## src/rtl/mac_pkg.sv

```systemverilog
// Shared sizing and saturation-limit helpers for the MAC dot-product unit.
package mac_pkg;

  function automatic int unsigned prod_w(input int unsigned a_w, input int unsigned b_w);
    return a_w + b_w;
  endfunction

  // Limits returned as raw ACC_W-bit patterns in the low bits of a 64-bit word.
  function automatic logic [63:0] sat_max(input int unsigned acc_w, input bit is_signed);
    return is_signed ? ((64'd1 << (acc_w - 1)) - 64'd1) : ((64'd1 << acc_w) - 64'd1);
  endfunction

  function automatic logic [63:0] sat_min(input int unsigned acc_w, input bit is_signed);
    return is_signed ? (64'd1 << (acc_w - 1)) : 64'd0;
  endfunction

endpackage

```

## src/rtl/mac_sat_add.sv

```systemverilog
// Combinational accumulator adder with optional saturation and overflow flag.
module mac_sat_add
  import mac_pkg::*;
#(
  parameter int unsigned ACC_W    = 12,
  parameter int unsigned P_W      = 8,
  parameter bit          SIGNED   = 1'b0,
  parameter bit          SATURATE = 1'b1
) (
  input  logic [ACC_W-1:0] acc,
  input  logic [P_W-1:0]   p,
  output logic [ACC_W-1:0] sum,
  output logic             ovf
);

  localparam int unsigned SW = ACC_W + 1;

  logic [SW-1:0] acc_x;
  logic [SW-1:0] p_x;
  logic [SW-1:0] raw;

  // One guard bit is enough to detect overflow of a single add.
  always_comb begin
    if (SIGNED) begin
      acc_x = SW'($signed(acc));
      p_x   = SW'($signed(p));
    end else begin
      acc_x = SW'(acc);
      p_x   = SW'(p);
    end
    raw = acc_x + p_x;
    ovf = SIGNED ? (raw[SW-1] ^ raw[SW-2]) : raw[SW-1];
    sum = raw[ACC_W-1:0];
    if (ovf && SATURATE) begin
      if (SIGNED && raw[SW-1]) sum = ACC_W'(sat_min(ACC_W, SIGNED));
      else                     sum = ACC_W'(sat_max(ACC_W, SIGNED));
    end
  end

endmodule

```

## src/rtl/mac_dotprod_unit.sv

```systemverilog
// Pipelined multiply-accumulate engine: sums VEC_LEN products per vector, one result per vector.
module mac_dotprod_unit
  import mac_pkg::*;
#(
  parameter int unsigned A_W      = 4,
  parameter int unsigned B_W      = 4,
  parameter int unsigned ACC_W    = 12,
  parameter int unsigned VEC_LEN  = 4,
  parameter bit          SIGNED   = 1'b0,
  parameter bit          SATURATE = 1'b1
) (
  input  logic             clk,
  input  logic             rst,
  input  logic             clr,
  input  logic             in_valid,
  output logic             in_ready,
  input  logic [A_W-1:0]   a,
  input  logic [B_W-1:0]   b,
  output logic             out_valid,
  input  logic             out_ready,
  output logic [ACC_W-1:0] out_acc,
  output logic             out_ovf,
  output logic             busy
);

  localparam int unsigned P_W   = prod_w(A_W, B_W);
  localparam int unsigned CNT_W = (VEC_LEN > 1) ? $clog2(VEC_LEN) : 1;
  localparam logic [CNT_W-1:0] CNT_LAST = CNT_W'(VEC_LEN - 1);

  if (ACC_W < P_W) begin : g_acc_w_check
    $error("mac_dotprod_unit: ACC_W must be >= A_W+B_W");
  end
  if (VEC_LEN < 1) begin : g_vec_len_check
    $error("mac_dotprod_unit: VEC_LEN must be >= 1");
  end

  logic             adv;
  logic             accept;
  logic             last_c;
  logic [CNT_W-1:0] cnt;

  logic             s1_valid;
  logic             s1_last;
  logic [A_W-1:0]   s1_a;
  logic [B_W-1:0]   s1_b;

  logic             s2_valid;
  logic             s2_last;
  logic [P_W-1:0]   s2_p;
  logic [P_W-1:0]   prod_c;

  logic [ACC_W-1:0] acc;
  logic             ovf_sticky;
  logic [ACC_W-1:0] sum_c;
  logic             ovf_c;

  // A held result freezes the whole pipeline until the sink takes it.
  assign adv      = !out_valid || out_ready;
  assign in_ready = adv;
  assign accept   = in_valid && adv;
  assign last_c   = (cnt == CNT_LAST);
  assign busy     = s1_valid || s2_valid || (cnt != '0);

  if (SIGNED) begin : g_mul_signed
    assign prod_c = P_W'($signed(s1_a)) * P_W'($signed(s1_b));
  end else begin : g_mul_unsigned
    assign prod_c = P_W'(s1_a) * P_W'(s1_b);
  end

  mac_sat_add #(
    .ACC_W   (ACC_W),
    .P_W     (P_W),
    .SIGNED  (SIGNED),
    .SATURATE(SATURATE)
  ) u_sat_add (
    .acc(acc),
    .p  (s2_p),
    .sum(sum_c),
    .ovf(ovf_c)
  );

  // Operand, product and accumulate stages plus output register.
  always_ff @(posedge clk or posedge rst) begin
    if (rst) begin
      cnt        <= '0;
      s1_valid   <= 1'b0;
      s1_last    <= 1'b0;
      s1_a       <= '0;
      s1_b       <= '0;
      s2_valid   <= 1'b0;
      s2_last    <= 1'b0;
      s2_p       <= '0;
      acc        <= '0;
      ovf_sticky <= 1'b0;
      out_valid  <= 1'b0;
      out_acc    <= '0;
      out_ovf    <= 1'b0;
    end else if (clr) begin
      cnt        <= '0;
      s1_valid   <= 1'b0;
      s2_valid   <= 1'b0;
      acc        <= '0;
      ovf_sticky <= 1'b0;
      out_valid  <= 1'b0;
      out_acc    <= '0;
      out_ovf    <= 1'b0;
    end else if (adv) begin
      s1_valid <= in_valid;
      if (accept) begin
        s1_a    <= a;
        s1_b    <= b;
        s1_last <= last_c;
        cnt     <= last_c ? '0 : cnt + CNT_W'(1);
      end
      s2_valid  <= s1_valid;
      s2_last   <= s1_last;
      s2_p      <= prod_c;
      out_valid <= s2_valid && s2_last;
      if (s2_valid) begin
        if (s2_last) begin
          out_acc    <= sum_c;
          out_ovf    <= ovf_sticky || ovf_c;
          acc        <= '0;
          ovf_sticky <= 1'b0;
        end else begin
          acc        <= sum_c;
          ovf_sticky <= ovf_sticky || ovf_c;
        end
      end
    end
  end

endmodule
```

## config.mk

```make
export PLATFORM = sky130hd
export DESIGN_NAME = mac_dotprod_unit
export DESIGN_NICKNAME = d
export VERILOG_FILES = /design/src/rtl/mac_pkg.sv /design/src/rtl/mac_sat_add.sv /design/src/rtl/mac_dotprod_unit.sv
export SDC_FILE = /design/constraint.sdc
export NUM_CORES = 1
export LEC_CHECK = 0
export ABC_AREA = 0
export ABC_CLOCK_PERIOD_IN_PS = 4890
export CORE_ASPECT_RATIO = 0.5
export CORE_MARGIN = 2
export CORE_UTILIZATION = 35
export CTS_CLUSTER_SIZE = 12
export DETAILED_ROUTE_END_ITERATION = 8
export SYNTH_ARGS = -nofsm -noshare
export SYNTH_HDL_FRONTEND = slang
export SYNTH_SLANG_ARGS = --single-unit
```

## constraint.sdc

```tcl
create_clock -name clk -period 4.89 [get_ports clk]
set_input_delay 0.978 -clock clk [delete_from_list [all_inputs] [get_ports clk]]
set_output_delay 0.978 -clock clk [all_outputs]
set_load 0.005 [all_outputs]
```

==> results.sh, run 1 <==
export IMPL_final_cells=430
export IMPL_cts_buffers=5
export IMPL_yosys_register_bits=49
export IMPL_end_kind="primary output"
export IMPL_dieHeight_um=67.7
export IMPL_netSwitchingFraction=0.311
export IMPL_multi_input_area_sq_um=1520
export IMPL_clock_skew_ns=0.00336
export IMPL_routed_via_density=4.97
export IMPL_grt_start_max_net_pins=50
export IMPL_critPathRequiredTime_ns=3.91
export IMPL_clock_sink_count=49
export IMPL_clk_pin_slew_ns=0.06
export IMPL_postCtsSetupBuffers=0
export IMPL_slew_viol_final=0
export IMPL_timing_reg2reg_setup_slack_ns=1.87
export IMPL_synth_edff_count=0
export IMPL_area_growth_pct=18.5
export IMPL_power_density_nw_per_um2=329
export IMPL_p_leak_nw=1.56
export IMPL_pin_count=29
export IMPL_outcome="finished, final reports clean"
export IMPL_path_max_fanout=8
export IMPL_grt_usage=0.141
export IMPL_synth_main_ff_cell="dfrtp_1"
export IMPL_clk_latency_ns=0.28
export IMPL_grt_setup_unrepaired="false"
export IMPL_port_buffers=28
export IMPL_grt_pass1_wl_um=10000
export IMPL_total_power_mw=1.11
export IMPL_cts_tree="built"
export IMPL_finalHoldViolCount=0
export IMPL_post_place_ws_ns=1.69
export IMPL_layout_drive_gt1_share=0.0818
export IMPL_syn_instance_count=292
export IMPL_share_seq_of_total_power=0.434
export IMPL_setup_viol=0
export IMPL_synth_seq_area_share=0.432
export IMPL_synthArstFlopShare=1.00
export IMPL_r2r_cells=11
export IMPL_pwr_share_clk=0.291
export IMPL_syn_avg_cell_area_sq_um=9.72
export IMPL_r2r_end="s2_p[7]"
export IMPL_dp_final_hpwl_um=4250
export IMPL_setup_tns_ns=0
export IMPL_synthesis_area_sq_um=2840
export IMPL_ir_worst_vdd_mv=0.142
export IMPL_timing_hold_ws_ns=0.464
export IMPL_grt_overflow=0
export IMPL_synth_cell_types=45
export IMPL_drtAntennaViolNets=0
export IMPL_rows=23
export IMPL_relSlewSlack=0.238
export IMPL_grt_pass1_vias=2146
export IMPL_firstDrtPassIters=4
export IMPL_nets=359
export IMPL_worst_slew_pin_slew_ns=1.14
export IMPL_drt_iter0_markers=112
export IMPL_comb_power_share=0.275
export IMPL_core_area_sq_um=7940
export IMPL_regArea_sq_um=1230
export IMPL_routed_wl_um=5710
export IMPL_gp_congestion=0.829
export IMPL_layout_min_cycle_time_ns=3.21
export IMPL_die_width_um=131
export IMPL_startpoint="out_ready"
export IMPL_wl_per_cell_um=13.3
export IMPL_fmax_mhz=311
export IMPL_n_fill_cell=786
export IMPL_cts_path_max_buffers=2
export IMPL_initial_utilization=0.357
export IMPL_start_kind="primary input"
export IMPL_maxCapViolCount=0
export IMPL_period_share=0.657
export IMPL_fin_ws_ns=1.68
export IMPL_antenna_cells=0
export IMPL_critical_path_class="primary input to primary output"
export IMPL_drc_errors=0
export IMPL_antenna_found_initial=0
export IMPL_cell_internal_pwr_mw=0.762
export IMPL_dieArea_sq_um=8890
export IMPL_vias=2138
export IMPL_yosys_warnings=0
export IMPL_dpl_cell_count=424
export IMPL_p_switching_mw=0.345
export IMPL_htreeDepth=2
export IMPL_synth_nets=332
export IMPL_min_path_type="register to register"
export IMPL_r2r_start="s1_a[0]"
export IMPL_cts_resized=0
export IMPL_worstPathArrival_ns=2.24
export IMPL_cp_endpoint="in_ready"
export IMPL_cts_root_buf="clkbuf_16"
export IMPL_ctsHoldBuffers=0
worst min-delay path by stage:
stage                       start      end  slack, ns  cells after the start
after detailed placement  s1_last  s2_last       0.46                      2
after floorplan           s1_last  s2_last       0.43                      2
after global placement    s1_last  s2_last       0.45                      2
final                     out_ovf  out_ovf       0.46                      2
after global routing      s1_last  s2_last       0.49                      2
after CTS                 s1_last  s2_last       0.47                      2
synthesized netlist by cell type (2+ instances only):
cell      number  area, sq um
nand2b_1       5         31.3
mux2_2         9          101
a21o_1         6         45.0
inv_1         14         52.6
and2_1         9         56.3
xnor2_1        5         43.8
nand3_1        6         30.0
fa_1           5          100
a22o_1         5         43.8
a21oi_1       18         90.1
nor3_1         4         20.0
nor2_1        16         60.1
nand2_1       48          180
buf_2          3         15.0
o21ai_0       24          120
nand4_1        2         12.5
nor2b_1        4         25.0
xor2_1         4         35.0
a221o_1        2         20.0
nand3b_1       2         15.0
mux2i_1        2         20.0
clkbuf_1       7         26.3
ha_1          22          275
dfrtp_1       49         1230
cell usage in the layout, fill, tap and decap left out, drive strengths merged, types with 4 or more instances in the layout:
| cell type | n |
|---|---|
| clkbuf | 5 |
| nor2b | 4 |
| a21o | 7 |
| xnor2 | 5 |
| nand2b | 5 |
| mux2 | 9 |
| fa | 5 |
| nor3 | 4 |
| o21ai | 25 |
| and2 | 9 |
| clkdlybuf4s50 | 28 |
| a22o | 5 |
| nand3 | 6 |
| nor2 | 17 |
| a21oi | 18 |
| inv | 15 |
| dfrtp | 49 |
| xor2 | 4 |
| nand2 | 48 |
| ha | 22 |
power by group through the flow:
stage	clock network [mW]	logic [mW]	registers [mW]
CTS	0.331	0.309	0.480
floorplan	0	0.236	0.475
finish	0.322	0.304	0.480
detailed placement	0	0.304	0.488
global route	0.349	0.353	0.487
global placement	0	0.296	0.486
critical path, stage by stage:
cell and delay, ns:
clkdlybuf4s50_1 0.40, nor2b_1 0.26, inv_2 0.13, clkdlybuf4s50_1 0.47
metal layers:
layer  up-vias  wire (um)  share of wire  global-route usage
li1       1069          -              -                   -
met3         5        174          0.030              0.0308
met1      1029       2860           0.50               0.188
met2        35       2640           0.46               0.238
met4         0         37         0.0065              0.0353
met5         -          0              0                   0
kinds of logic after synthesis:
kind of cell             after synthesis  share of synthesized area
buffers and inverters                 25                     0.0344
AO/OA/AOI/OAI                         70                      0.164
adder cells (fa/ha/maj)               27                      0.132
flip-flops                            49                      0.432
AND/OR/NAND/NOR                      101                      0.167
multiplexers                          11                     0.0428
XOR/XNOR                               9                     0.0278
flip-flops by register name, summed over array words and instances, names as in the netlist:
signal      cells
s2_last         1
s1_valid        1
s1_b            4
s2_p            8
acc            12
out_valid       1
s2_valid        1
s1_a            4
out_ovf         1
s1_last         1
ovf_sticky      1
cnt             2
out_acc        12
cell type report:
| class | count | share of cell area |
|---|---|---|
| Multi-Input combinational cell | 218 | 0.451 |
| Sequential cell | 49 | 0.365 |
| Timing Repair Buffer | 30 | 0.0878 |
| Tap cell | 112 | 0.0417 |
| Clock buffer | 5 | 0.0372 |
| Inverter | 15 | 0.0167 |
| Clock inverter | 1 | 0.00149 |
stage by stage:
step,utilization,area (sq um)
global placement,0.407,3230
finish,0.423,3360
global route,0.423,3360
detailed placement,0.407,3230
floorplan,-,2840
CTS,0.423,3360
Power figures use the tool's default switching activity.
==> run 2, diff against run 1 <==
ABC_CLOCK_PERIOD_IN_PS = 3050   (was 4890)
clock period = 3.05 ns   (was 4.89 ns; I/O delays follow)
==> results.sh, run 2 (same netlist as run 1, synthesis figures left out) <==
export IMPL_gp_congestion=0.909
export IMPL_drtAntennaViolNets=0
export IMPL_final_area_sq_um=3440
export IMPL_grt_pass1_wl_um=9760
export IMPL_grt_start_max_net_pins=50
export IMPL_drc_errors=0
export IMPL_critical_path_class="register to register"
export IMPL_dieHeight_um=67.7
export IMPL_grt_overflow=0
export IMPL_layout_commonest_cell="dfrtp_1"
export IMPL_path_max_fanout=5
export IMPL_firstDrtPassIters=4
export IMPL_cts_tree="built"
export IMPL_vias=2104
export IMPL_min_to="out_ovf"
export IMPL_setup_viol=0
export IMPL_p_leak_nw=1.60
export IMPL_setup_tns_ns=0
export IMPL_netSwitchingFraction=0.309
export IMPL_grt_pass1_vias=2068
export IMPL_slew_viol_final=0
export IMPL_wl_per_cell_um=12.9
export IMPL_antenna_cells=0
export IMPL_routed_via_density=4.81
export IMPL_clk_latency_ns=0.28
export IMPL_htreeDepth=2
export IMPL_cts_path_max_buffers=2
export IMPL_core_area_sq_um=7940
export IMPL_pwr_share_clk=0.307
export IMPL_dp_final_hpwl_um=4270
export IMPL_die_width_um=131
export IMPL_routed_wl_um=5640
export IMPL_start_kind="register"
export IMPL_grt_setup_unrepaired="false"
export IMPL_min_path_type="register to register"
export IMPL_hold_depth=2
export IMPL_relSlewSlack=0.713
export IMPL_comb_power_share=0.273
export IMPL_antenna_found_initial=0
export IMPL_ctsHoldBuffers=0
export IMPL_layout_drive_gt1_share=0.108
export IMPL_pin_count=29
export IMPL_maxCapViolCount=0
export IMPL_dieArea_sq_um=8890
export IMPL_nets=364
export IMPL_total_power_mw=1.83
export IMPL_r2r_start="s1_a[0]"
export IMPL_drt_iter0_markers=113
export IMPL_share_seq_of_total_power=0.420
export IMPL_r2r_end="s2_p[7]"
export IMPL_area_growth_pct=21.3
export IMPL_r2r_cells=11
export IMPL_reg_top3="acc x12, out_acc x12, s2_p x8"
export IMPL_grt_usage=0.139
export IMPL_clk_pin_slew_ns=0.07
export IMPL_port_buffers=28
export IMPL_critPathRequiredTime_ns=3.22
export IMPL_cts_buffers=5
export IMPL_fin_ws_ns=0.167
export IMPL_finalHoldViolCount=0
export IMPL_outcome="finished, final reports clean"
export IMPL_post_place_ws_ns=0.00569
export IMPL_worstPathArrival_ns=3.05
export IMPL_power_density_nw_per_um2=531
export IMPL_initial_utilization=0.357
export IMPL_timing_reg2reg_setup_slack_ns=0.17
export IMPL_clock_sink_count=49
export IMPL_end_kind="register"
export IMPL_cts_root_buf="clkbuf_16"
export IMPL_fmax_mhz=347
export IMPL_cell_internal_pwr_mw=1.26
export IMPL_rows=23
export IMPL_clock_skew_ns=0.00375
export IMPL_p_switching_mw=0.566
export IMPL_worst_slew_pin_slew_ns=0.431
export IMPL_mostFrequentLayoutCells="dfrtp_1 (49), nand2_1 (48), clkdlybuf4s50_1 (28)"
export IMPL_post_dp_cell_area_sq_um=3280
export IMPL_ir_worst_vdd_mv=0.276
export IMPL_period_share=0.945
export IMPL_layout_min_cycle_time_ns=2.88
export IMPL_hp_start="out_ovf"
export IMPL_n_fill_cell=774
export IMPL_timing_hold_ws_ns=0.471
[run 2: cell count changes in the layout (fill, tap and decap cells not counted), sizes merged]
cell,previous run,this run
buf,2,7
clkinv,1,2
clkbuf,5,6
[run 2: how the worst max path moves through the flow]
stage          startpoint      end  slack, ns
2_1_floorplan     s1_a[0]  s2_p[7]       0.26
3_3_place_gp      s1_a[0]  s2_p[7]       0.17
3_5_place_dp      s1_b[3]  s2_p[7]      0.006
4_1_cts           s1_b[3]  s2_p[7]       0.01
5_1_grt           s1_a[0]  s2_p[7]       0.03
6_report          s1_a[0]  s2_p[7]       0.17
[run 2: stage by stage]
| stage | cells | utilization |
|---|---|---|
| floorplan | 292 | - |
| global placement | 428 | 0.412 |
| detailed placement | 428 | 0.412 |
| CTS | 436 | 0.432 |
| global route | 437 | 0.434 |
| finish | 437 | 0.434 |
[run 2: final cells by class]
| class | instances | area [sq um] | share of cell area |
|---|---|---|---|
| Clock inverter | 2 | 13.8 | 0.00400 |
| Multi-Input combinational cell | 218 | 1520 | 0.442 |
| Tap cell | 112 | 140 | 0.0407 |
| Sequential cell | 49 | 1230 | 0.356 |
| Timing Repair Buffer | 35 | 345 | 0.100 |
| Clock buffer | 6 | 139 | 0.0403 |
| Inverter | 15 | 56.3 | 0.0164 |
[run 2: what timing repair did]
item / CTS / global route
gates resized for setup: 0 / 2
setup endpoints to repair: 1 / 1
buffers inserted: 0 / 1
pin swaps: 1 / 1
[run 2: metal layers]
| metal | vias to the layer above | global-route usage | wire, um |
|---|---|---|---|
| li1 | 1079 | - | - |
| met1 | 992 | 0.173 | 2840 |
| met2 | 25 | 0.245 | 2570 |
| met3 | 8 | 0.0300 | 151 |
| met4 | 0 | 0.0489 | 78 |
| met5 | - | 0 | 0 |
[run 2: worst max-delay path, stage by stage, from the launching register on]
cell,delay [ns]
dfrtp_1,0.39
nand2_1,0.10
fa_1,0.51
fa_1,0.57
inv_1,0.06
ha_1,0.28
a21o_1,0.19
a21oi_2,0.16
o21bai_1,0.10
a21oi_2,0.16
xor2_1,0.16
o21ai_0,0.08
[run 2: power groups by stage]
stage | Clock [mW] | Sequential, mW | Combinational [mW]
2_1_floorplan | 0 | 0.762 | 0.379
3_3_place_gp | 0 | 0.776 | 0.484
3_5_place_dp | 0 | 0.783 | 0.492
4_1_cts | 0.576 | 0.771 | 0.499
5_1_grt | 0.612 | 0.782 | 0.572
6_report | 0.562 | 0.769 | 0.499
==> run 3, diff against run 2 <==
ABC_CLOCK_PERIOD_IN_PS = 3250   (was 3050)
CORE_UTILIZATION = 50   (was 35)
PLACE_DENSITY = 0.72   (was default)
clock period = 3.25 ns   (was 3.05 ns; I/O delays follow)
==> results.sh, run 3 (same netlist as run 1, synthesis figures left out) <==
export IMPL_outcome="finished, final reports clean"
export IMPL_path_max_fanout=5
export IMPL_ctsHoldBuffers=0
export IMPL_rows=19
export IMPL_drc_errors=0
export IMPL_power_density_nw_per_um2=532
export IMPL_min_path_type="register to register"
export IMPL_critical_path_class="register to register"
export IMPL_postCtsSetupBuffers=0
export IMPL_wl_per_cell_um=14.3
export IMPL_period_share=0.907
export IMPL_fmax_mhz=339
export IMPL_dp_final_hpwl_um=4310
export IMPL_cts_buffers=5
export IMPL_grt_pass1_wl_um=10100
export IMPL_p_leak_nw=1.60
export IMPL_initial_utilization=0.517
export IMPL_mostFrequentLayoutCells="dfrtp_1 (49), nand2_1 (48), clkdlybuf4s50_1 (28)"
export IMPL_setup_viol=0
export IMPL_cts_resized=0
export IMPL_grt_start_max_net_pins=24
export IMPL_cts_path_max_buffers=2
export IMPL_port_buffers=28
export IMPL_grt_usage=0.197
export IMPL_firstDrtPassIters=4
export IMPL_setup_tns_ns=0
export IMPL_grt_setup_unrepaired="false"
export IMPL_antenna_found_initial=0
export IMPL_clk_pin_slew_ns=0.07
export IMPL_gp_congestion=0.882
export IMPL_reg_top3="acc x12, out_acc x12, s2_p x8"
export IMPL_dieArea_sq_um=6330
export IMPL_r2r_cells=11
export IMPL_die_width_um=111
export IMPL_clk_latency_ns=0.28
export IMPL_fin_util=0.618
export IMPL_vias=2129
export IMPL_timing_hold_ws_ns=0.470
export IMPL_clock_sink_count=49
export IMPL_start_kind="register"
export IMPL_cts_tree="built"
export IMPL_post_dp_cell_area_sq_um=3210
export IMPL_layout_min_cycle_time_ns=2.95
export IMPL_end_kind="register"
export IMPL_nets=363
export IMPL_drt_iter0_markers=104
export IMPL_final_area_sq_um=3390
export IMPL_finalHoldViolCount=0
export IMPL_hold_depth=2
export IMPL_core_area_sq_um=5490
export IMPL_relSlewSlack=0.683
export IMPL_r2r_start="s1_a[0]"
export IMPL_grt_overflow=0
export IMPL_ir_worst_vdd_mv=0.272
export IMPL_dieHeight_um=57.3
export IMPL_timing_reg2reg_setup_slack_ns=0.30
export IMPL_worstPathArrival_ns=3.11
export IMPL_layout_commonest_cell="dfrtp_1"
export IMPL_worst_slew_pin_slew_ns=0.474
export IMPL_routed_via_density=5.36
export IMPL_clock_skew_ns=0.00516
export IMPL_cts_root_buf="clkbuf_16"
export IMPL_drtAntennaViolNets=0
export IMPL_pin_count=29
export IMPL_critPathRequiredTime_ns=3.41
export IMPL_total_power_mw=1.81
export IMPL_grt_pass1_vias=2130
export IMPL_slew_viol_final=0
export IMPL_maxCapViolCount=0
export IMPL_area_growth_pct=19.6
export IMPL_htreeDepth=2
export IMPL_min_to="out_ovf"
export IMPL_hp_start="out_ovf"
export IMPL_r2r_end="s2_p[7]"
export IMPL_routed_wl_um=5670
export IMPL_layout_drive_gt1_share=0.102
export IMPL_antenna_cells=0
[run 3: cell type report]
type / instances / area, sq um
clock buffers: 6 / 139
clock inverters: 2 / 37.5
fillers: 447 / 2100
inverters: 15 / 56.3
multi-input cells: 218 / 1520
flip-flops and latches: 49 / 1230
well taps: 73 / 91.3
repair buffers: 34 / 325
[run 3: per-stage QoR]
stage	std cells	setup slack, ns
finish	397	0.301
global route	397	0.0397
CTS	397	0.216
detailed placement	389	0.248
global placement	389	0.385
floorplan	292	0.461
[run 3: worst max path at each step]
stage,end,from,cells after the start
6_report,s2_p[7],s1_a[0],11
5_1_grt,s2_p[7],s1_a[0],11
4_1_cts,s2_p[7],s1_a[0],11
3_5_place_dp,s2_p[7],s1_b[3],11
3_3_place_gp,s2_p[7],s1_a[0],11
2_1_floorplan,s2_p[7],s1_a[0],11
[run 3: metal layers]
layer,up-vias,track usage,wire length (um)
li1,1077,-,-
met1,1003,0.278,2870
met2,43,0.327,2550
met3,6,0.0329,188
met4,0,0.0464,65
met5,-,0,0
[run 3: critical path: stages, from the launching register on]
cell	delay, ns
dfrtp_1	0.39
nand2_1	0.10
fa_1	0.52
fa_1	0.60
inv_1	0.06
ha_1	0.29
a21o_1	0.19
a21oi_2	0.18
o21bai_1	0.08
a21oi_1	0.18
xor2_1	0.16
o21ai_0	0.08
[run 3: power by group]
part | total (mW) | switching [mW] | internal (mW)
Sequential | 0.722 | 0.0520 | 0.670
Clock | 0.606 | 0.222 | 0.384
Combinational | 0.478 | 0.271 | 0.207
